[src/rtl/variance_unit.sv]
// ============================================================================
// variance_unit
// Buffers one pixel block, takes its mean from the upstream stage and computes
// the floored population variance through a 3-stage read/square/accumulate pipe.
// Revision: 1.0
// ============================================================================
`default_nettype none

module variance_unit #(
    parameter int DATA_WIDTH    = 8,
    parameter int TOTAL_SAMPLES = 64
) (
    input  logic                    clk,
    input  logic                    rst,
    input  logic [DATA_WIDTH-1:0]   data_in,
    input  logic                    start_data_in,
    input  logic [2*DATA_WIDTH-1:0] mean_in,
    input  logic                    mean_ready,
    output logic [2*DATA_WIDTH-1:0] variance_out,
    output logic                    ready
);

    localparam int LOG2N = $clog2(TOTAL_SAMPLES);
    localparam int CNT_W = LOG2N + 1;
    localparam int ACC_W = 2*DATA_WIDTH + LOG2N;
    localparam int PRD_W = 2*DATA_WIDTH + 2;

    localparam logic [CNT_W-1:0] c_LAST_WR  = CNT_W'(TOTAL_SAMPLES - 1);
    localparam logic [CNT_W-1:0] c_NUM_RD   = CNT_W'(TOTAL_SAMPLES);
    localparam logic [CNT_W-1:0] c_LAST_ACC = CNT_W'(TOTAL_SAMPLES + 1);

    typedef enum logic [2:0] {
        S_IDLE    = 3'd0,
        S_COLLECT = 3'd1,
        S_WAIT    = 3'd2,
        S_ACCUM   = 3'd3,
        S_DONE    = 3'd4
    } state_t;

    state_t                    state_q, state_d;
    logic [CNT_W-1:0]          cnt_q, cnt_d;
    logic [DATA_WIDTH-1:0]     mean_q, mean_d;
    logic                      mean_valid_q, mean_valid_d;
    logic [DATA_WIDTH-1:0]     x_q, x_d;
    logic                      v1_q, v1_d;
    logic [2*DATA_WIDTH-1:0]   sq_q, sq_d;
    logic                      v2_q, v2_d;
    logic [ACC_W-1:0]          acc_q, acc_d;
    logic [2*DATA_WIDTH-1:0]   var_q, var_d;
    logic                      ready_q, ready_d;

    logic [DATA_WIDTH-1:0]     mem_q [TOTAL_SAMPLES];
    logic                      w_wr_en;

    logic signed [DATA_WIDTH:0] w_diff;
    logic signed [PRD_W-1:0]    w_diff_ext;
    logic signed [PRD_W-1:0]    w_prod;
    logic                       w_unused_bits;

    assign w_diff     = $signed({1'b0, x_q}) - $signed({1'b0, mean_q});
    assign w_diff_ext = {{(PRD_W-DATA_WIDTH-1){w_diff[DATA_WIDTH]}}, w_diff};
    assign w_prod     = w_diff_ext * w_diff_ext;
    // Square of a (DW+1)-bit signed value never exceeds (2^DW-1)^2, so the top bits are always zero.
    assign w_unused_bits = &{1'b0, mean_in[2*DATA_WIDTH-1:DATA_WIDTH], w_prod[PRD_W-1:2*DATA_WIDTH]};

    assign variance_out = var_q;
    assign ready        = ready_q;

    always_comb begin
        state_d      = state_q;
        cnt_d        = cnt_q;
        mean_d       = mean_q;
        mean_valid_d = mean_valid_q;
        x_d          = x_q;
        v1_d         = 1'b0;
        sq_d         = sq_q;
        v2_d         = 1'b0;
        acc_d        = acc_q;
        var_d        = var_q;
        ready_d      = 1'b0;
        w_wr_en      = 1'b0;

        if ((state_q == S_COLLECT || state_q == S_WAIT) && mean_ready) begin
            mean_d       = mean_in[DATA_WIDTH-1:0];
            mean_valid_d = 1'b1;
        end

        case (state_q)
            S_IDLE: begin
                if (start_data_in) begin
                    state_d = S_COLLECT;
                    cnt_d   = '0;
                end
            end
            S_COLLECT: begin
                if (!start_data_in) begin
                    w_wr_en = 1'b1;
                    cnt_d   = cnt_q + CNT_W'(1);
                    if (cnt_q == c_LAST_WR) begin
                        state_d = S_WAIT;
                        cnt_d   = '0;
                    end
                end
            end
            S_WAIT: begin
                if (!start_data_in && mean_valid_q) begin
                    state_d = S_ACCUM;
                    cnt_d   = '0;
                    acc_d   = '0;
                end
            end
            S_ACCUM: begin
                cnt_d = cnt_q + CNT_W'(1);
                x_d   = mem_q[cnt_q[LOG2N-1:0]];
                v1_d  = (cnt_q < c_NUM_RD);
                sq_d  = w_prod[2*DATA_WIDTH-1:0];
                v2_d  = v1_q;
                if (v2_q) begin
                    acc_d = acc_q + {{LOG2N{1'b0}}, sq_q};
                end
                if (cnt_q == c_LAST_ACC) begin
                    state_d = S_DONE;
                end
            end
            S_DONE: begin
                var_d        = acc_q[ACC_W-1:LOG2N];
                ready_d      = 1'b1;
                mean_valid_d = 1'b0;
                acc_d        = '0;
                cnt_d        = '0;
                state_d      = start_data_in ? S_COLLECT : S_IDLE;
            end
            default: begin
                state_d = S_IDLE;
            end
        endcase

        // A new start mid-block discards the partial work and restarts collection.
        if (start_data_in && (state_q == S_COLLECT || state_q == S_WAIT || state_q == S_ACCUM)) begin
            state_d      = S_COLLECT;
            cnt_d        = '0;
            mean_valid_d = 1'b0;
            acc_d        = '0;
            v1_d         = 1'b0;
            v2_d         = 1'b0;
            w_wr_en      = 1'b0;
        end
    end

    always_ff @(posedge clk or posedge rst) begin
        if (rst) begin
            state_q      <= S_IDLE;
            cnt_q        <= '0;
            mean_q       <= '0;
            mean_valid_q <= 1'b0;
            x_q          <= '0;
            v1_q         <= 1'b0;
            sq_q         <= '0;
            v2_q         <= 1'b0;
            acc_q        <= '0;
            var_q        <= '0;
            ready_q      <= 1'b0;
        end else begin
            state_q      <= state_d;
            cnt_q        <= cnt_d;
            mean_q       <= mean_d;
            mean_valid_q <= mean_valid_d;
            x_q          <= x_d;
            v1_q         <= v1_d;
            sq_q         <= sq_d;
            v2_q         <= v2_d;
            acc_q        <= acc_d;
            var_q        <= var_d;
            ready_q      <= ready_d;
        end
    end

    always_ff @(posedge clk) begin
        if (w_wr_en) begin
            mem_q[cnt_q[LOG2N-1:0]] <= data_in;
        end
    end

endmodule

`default_nettype wire

[config.mk]
export PLATFORM = sky130hd
export DESIGN_NAME = variance_unit
export DESIGN_NICKNAME = d
export VERILOG_FILES = /design/src/rtl/variance_unit.sv
export SDC_FILE = /design/constraint.sdc
export NUM_CORES = 1
export LEC_CHECK = 0
export BUFFER_PORTS_ARGS = -buffer_cell sky130_fd_sc_hd__buf_2
export CAP_MARGIN = 15
export CORE_UTILIZATION = 60
export CTS_CLUSTER_DIAMETER = 60
export DETAILED_ROUTE_END_ITERATION = 8
export PLACE_DENSITY = 0.79
export SLEW_MARGIN = 20
export SYNTH_ARGS = -nofsm -noshare
export SYNTH_HDL_FRONTEND = slang
export SYNTH_SLANG_ARGS = --single-unit
[constraint.sdc]
create_clock -name clk -period 6.88 [get_ports clk]
set_input_delay 2.064 -clock clk [delete_from_list [all_inputs] [get_ports clk]]
set_output_delay 2.064 -clock clk [all_outputs]
set_load 0.02 [all_outputs]
# Word-level counts from Yosys, hierarchy flattened

Memory sizes are Yosys's and may differ from the RTL's. A register that Yosys moved wholly into a read port is not among the register bits.
Cells that the tools add are included.

Output and inout port bits: 17
Input port bits: 28
Bits in registers: 76
Memories: 1
Logic and storage cells: 72
RAM bits: 512

Add/subtract/negate cells: 3
Equal/unequal tests: 12
Mux-type cells: 31
Multiply operators: 1
$lt $le $gt $ge: 1
Reduce and logical (&&, ||, !) cells: 13

Memory list:

| name  | words | width | read ports | clocked after Yosys merged registers in | wr ports | line | RTL |
|---|---|---|---|---|---|---|---|
| mem_q | 64    | 8     | 1          | 1                                       | 1        | 52   | `logic [DATA_WIDTH-1:0] mem_q [TOTAL_SAMPLES];` |

Operators with widths:

| kind                  | count |
|---|---|
| $mux W22              | 3 |
| $pmux W22 S3          | 1 |
| $mux W7               | 5 |
| $pmux W7 S5           | 1 |
| $add A22 B16 Y22      | 1 |
| $mux W3               | 6 |
| $mul A9 B9 Y16        | 1 |
| $ne A3 B2 Y1 const B  | 5 |
| $pmux W3 S5           | 1 |
| $mux W1               | 14 |
| $sub A8 B8 Y9         | 1 |
| $add A7 B1 Y7 const B | 1 |
| $eq A7 B6 Y1 const B  | 1 |
| $eq A7 B7 Y1 const B  | 1 |
| $lt A7 B7 Y1 const B  | 1 |
| $eq A3 B2 Y1 const B  | 2 |
| $reduce_bool A6 Y1    | 1 |
| $reduce_and A5 Y1     | 1 |
| $reduce_and A4 Y1     | 1 |
| $reduce_bool A4 Y1    | 1 |
| $eq A3 B1 Y1 const B  | 1 |
| $eq A3 B3 Y1 const B  | 1 |
| $logic_and A1 B1 Y1   | 3 |
| $logic_not A3 Y1      | 1 |
| 5 further kinds       | 6 |

# Logic depth before layout (Yosys ltp)

Depth after elaboration: 7
Depth in mapped cells: 27

# Worst setup path before layout

No wires, ideal clock.

Path type: register -> register
From: register mean_q[0]
To: register sq_q[15]
Path buffers: 1
Stages on the path, launching flop included: 26
Setup slack: 0.936 ns
Library setup time: 0.134 ns
Period minus slack after synthesis: 5.944 ns
Arrival: 5.810 ns
Cells stage by stage: dfrtp_1 -> ha_1 -> fa_1 -> nor2b_1 -> o21a_1 -> o211ai_1 -> a31oi_1 -> nor2_1 -> clkbuf_1 -> and2_1 -> fa_1 -> inv_1 -> fa_1 -> inv_1 -> fa_1 -> fa_1 -> inv_1 -> fa_1 -> inv_1 -> ha_1 -> o21ai_0 -> a21oi_1 -> o41ai_1 -> o21ai_0 -> xnor2_1 -> o21ai_0

Cells in the longest elaborated chain, start to end: 2

RTL lines:

| what                     | line | RTL |
|---|---|---|
| start: declaration       | 42   | `logic [DATA_WIDTH-1:0] mean_q, mean_d;` |
| start signal: assignment | 166  | `mean_q <= mean_d;` |
| $sub A8 B8 Y9            | 60   | `assign w_diff = $signed({1'b0, x_q}) - $signed({1'b0, mean_q});` |
| $mul A9 B9 Y16           | 62   | `assign w_prod = w_diff_ext * w_diff_ext;` |
| end signal: assignment   | 170  | `sq_q <= sq_d;` |
| end: declaration         | 46   | `logic [2*DATA_WIDTH-1:0] sq_q, sq_d;` |

No other way between the ends.
A chain may end at the register's enable or synchronous reset.

# Final worst setup path

Same ends and word-level chain as after synthesis.

==> results by group <==
Synth
  • Avg Cell Area, Syn: 14.8 um^2
  • Netlist cell types: 77
  • Largest area contributor in the synthesized netlist: edfxtp_1
  • Synth top area share: 0.572
  • Synth area leaders: edfxtp_1 57%, dfrtp_1 7.7%, mux4_2 3.8%, fa_1 3.6%, ha_1 2.9%
  • Cell area after synthesis: 26900 um^2
  • Cells after synthesis: 1822
  • Syn nets: 1962
  • Register area share after synthesis: 0.649
  • Post-synth ARST share: 0.139
  • Post-synth EDFFs: 512
  • Top_reg_cell synth: edfxtp_1
  • Seq cells post-synth: 595
  • Syn. warnings: 0

Finish
  • Most frequent cells in the layout: 512 x edfxtp_1, 135 x nor2_1, 119 x nand2_1
  • Most common cell after layout, fill and taps aside: edfxtp_1
  • Area delta synth->final: 9.07%
  • Layout cells sized above 1: 0.145
  • Diodes inserted: 0
  • Nets: 1994

Clock network
  • Longest Clk Path Bufs: 3
  • Clock net sink count: 595
  • CTS tree: yes
  • Setup Fix Bufs, Post-CTS: 0
  • Num CTS Buffers: 57
  • Clk Latency, worst-skew pair: 630 ps
  • Clk root buf: clkbuf_16
  • CTS clk-pin slew, worst paths: 60 ps
  • H-tree depth: 2

Pwr
  • Leakage power: 10.6 nW
  • Power per cell area: 537 nW/um^2
  • Max VDD drop: 1.59 mV

Worst hold path
  • Hold path cells: 1
  • Class of the worst hold path: reg -> reg
  • Hold Path End: v2_q
  • Worst Hold Launch: v1_q

Route
  • Detailed-route DRC error count: 0
  • WL/cell: 25.2 um
  • Via/cell ratio: 6.43
  • DRT antenna net count: 0
  • Initial DRC count: 1985
  • Pre-antenna DRT Iters: 6
  • Via count: 16000
  • Overall routed net length: 62900 um

STA
  • Hold slack: 492 ps
  • Tcrit/Tclk final: 0.924
  • Least-Margin Pin Slew: 1200 ps
  • RSZ-0062 raised after global routing: false
  • # setup viols final: 0
  • Tmin final: 6350 ps
  • Fin. Hold Viols: 0
  • Worst slew margin: 0.199
  • Clock skew: 25.6 ps
  • Fin. max-slew vios: 0
  • Setup TNS: 0 ps
  • Achievable Freq: 0.157 GHz

Critical path
  • Critical Path RT: 7360 ps
  • CP Class: reg -> reg
  • Worst Reg-to-Reg Cells: 26
  • Setup crit start kind: register
  • Reg-to-reg setup timing slack: 530 ps
  • Crit path capture type: register
  • Maximum fanout along the worst path: 7
  • CP Data Arrival Time: 6830 ps
  • Terminus of the critical flop-to-flop path: sq_q[15]
  • Worst r2r src: mean_q[0]

Die
  • Row count: 77
  • Core box area: 44200 um^2
  • Top Ports: 45
  • Die Span X: 214 um
  • Starting Density: 0.608
  • DIE AREA: 45700 um^2
  • Die Height: 214 um

Placement
  • GPL Wtd Cong: 0.993
  • DP Wirelength: 38500 um
  • Port bufs: 36

GRT
  • GRT Residual Overflow: 0
  • First-pass GRT wire length: 95100 um
  • Largest net degree at the start of global routing: 65
  • Tot GR Track Use: 0.285
  • Vias in the first global route: 16100
  • Initial antenna violation count: 1

Run status
  • Status: completed

Job
  • Reported max-cap violation count: 0
logic make-up (layout without fill, tap and decap cells):
family                     Yosys count  count (layout)  share of synthesized area
AOI/OAI and AO/OA                  352             352                     0.0888
buffers and inverters              182             262                     0.0307
adders and majority gates          112             112                     0.0658
xor gates and xnor gates            38              38                     0.0127
and+or+nand+nor                    369             369                     0.0621
DFF                                595             595                      0.649
muxes                              174             174                     0.0912
synth_stat cells, drive strengths merged (4+ instances only):
master / instances
edfxtp: 512
nor2: 136
nand2: 119
inv: 90
o21ai: 87
dfrtp: 83
mux2: 67
ha: 63
a21oi: 58
mux2i: 58
buf: 55
fa: 49
mux4: 49
a221oi: 43
clkbuf: 37
a22oi: 27
o22ai: 26
xnor2: 22
nand2b: 17
nor2b: 16
xor2: 16
a21o: 15
nor3: 14
a22o: 13
nand3: 11
a31oi: 9
and3: 9
or3: 9
o31ai: 8
and2: 7
nor3b: 7
o211ai: 7
o221ai: 7
a221o: 6
or2: 5
a32o: 4
nor4: 4
o21a: 4
o21bai: 4
o2bb2ai: 4
worst max path at each step:
stage                     slack (ps)        to  depth (start not counted)      start
after floorplan                  940  sq_q[15]                         25  mean_q[0]
after global placement           560  sq_q[15]                         26  mean_q[0]
after detailed placement         480  sq_q[15]                         26  mean_q[0]
after CTS                        430  sq_q[15]                         26  mean_q[0]
after global routing              60  sq_q[15]                         26  mean_q[0]
final                            530  sq_q[15]                         26  mean_q[0]
stage by stage:
step                 util  instance area, um^2  power (mW)  instances  setup WS [ps]
floorplan               -                26900        10.7       1822            936
global placement    0.623                27600        12.5       2387            558
detailed placement  0.623                27600        12.7       2387            482
CTS                 0.663                29300        15.7       2494            429
global route        0.663                29300        16.9       2494           57.5
finish              0.663                29300        15.8       2494            526
area by class of cell:
| type | instances | area [um^2] |
|---|---|---|
| Sequential cell | 595 | 17500 |
| Fill cell | 3012 | 14900 |
| Multi-Input combinational cell | 1045 | 8630 |
| Clock buffer | 74 | 1510 |
| Tap cell | 592 | 741 |
| Timing Repair Buffer | 65 | 410 |
| Inverter | 90 | 339 |
| Clock inverter | 33 | 241 |
state kept, by name (all words and copies together), names as in the netlist:
register      count
ready             1
v1_q              1
cnt_q             7
v2_q              1
x_q               8
variance_out     16
mem_q           512
state_q           3
mean_q            8
acc_q            22
sq_q             15
mean_valid_q      1
power breakdown:
group	leakage (nW)	internal (mW)	switching (mW)
clock network	0.870	1.63	1.34
logic	3.99	3.95	4.79
registers	5.71	3.97	0.0685
total	10.6	9.56	6.20
critical path: stages (launching register included):
cell	delay [ps]
dfrtp_1	380
ha_1	240
fa_1	440
nor2b_1	140
o21a_1	190
o211ai_1	120
nand3b_1	120
xnor2_1	70
buf_4	170
nor2_1	150
inv_1	80
fa_1	530
inv_1	70
fa_1	510
inv_1	60
fa_1	530
inv_1	50
fa_1	440
ha_1	290
ha_1	310
nor2b_1	140
o21ai_0	230
a21oi_1	150
o41ai_2	340
o21ai_0	180
xnor2_1	160
o21ai_0	90
metal layers:
metal	global-route usage	wire length, um	up-vias
met1	0.382	24000	7970
met2	0.458	29700	866
met5	0	11	-
met3	0.0554	6260	181
met4	0.121	2800	2
li1	-	-	7007
repair_timing:
item / 4_1_cts / 5_1_grt
setup endpoints to repair: 0 / 1
hold buffers: 0 / 0
resized for setup: 0 / 1
No activity file was read; power rests on OpenSTA's default activity.
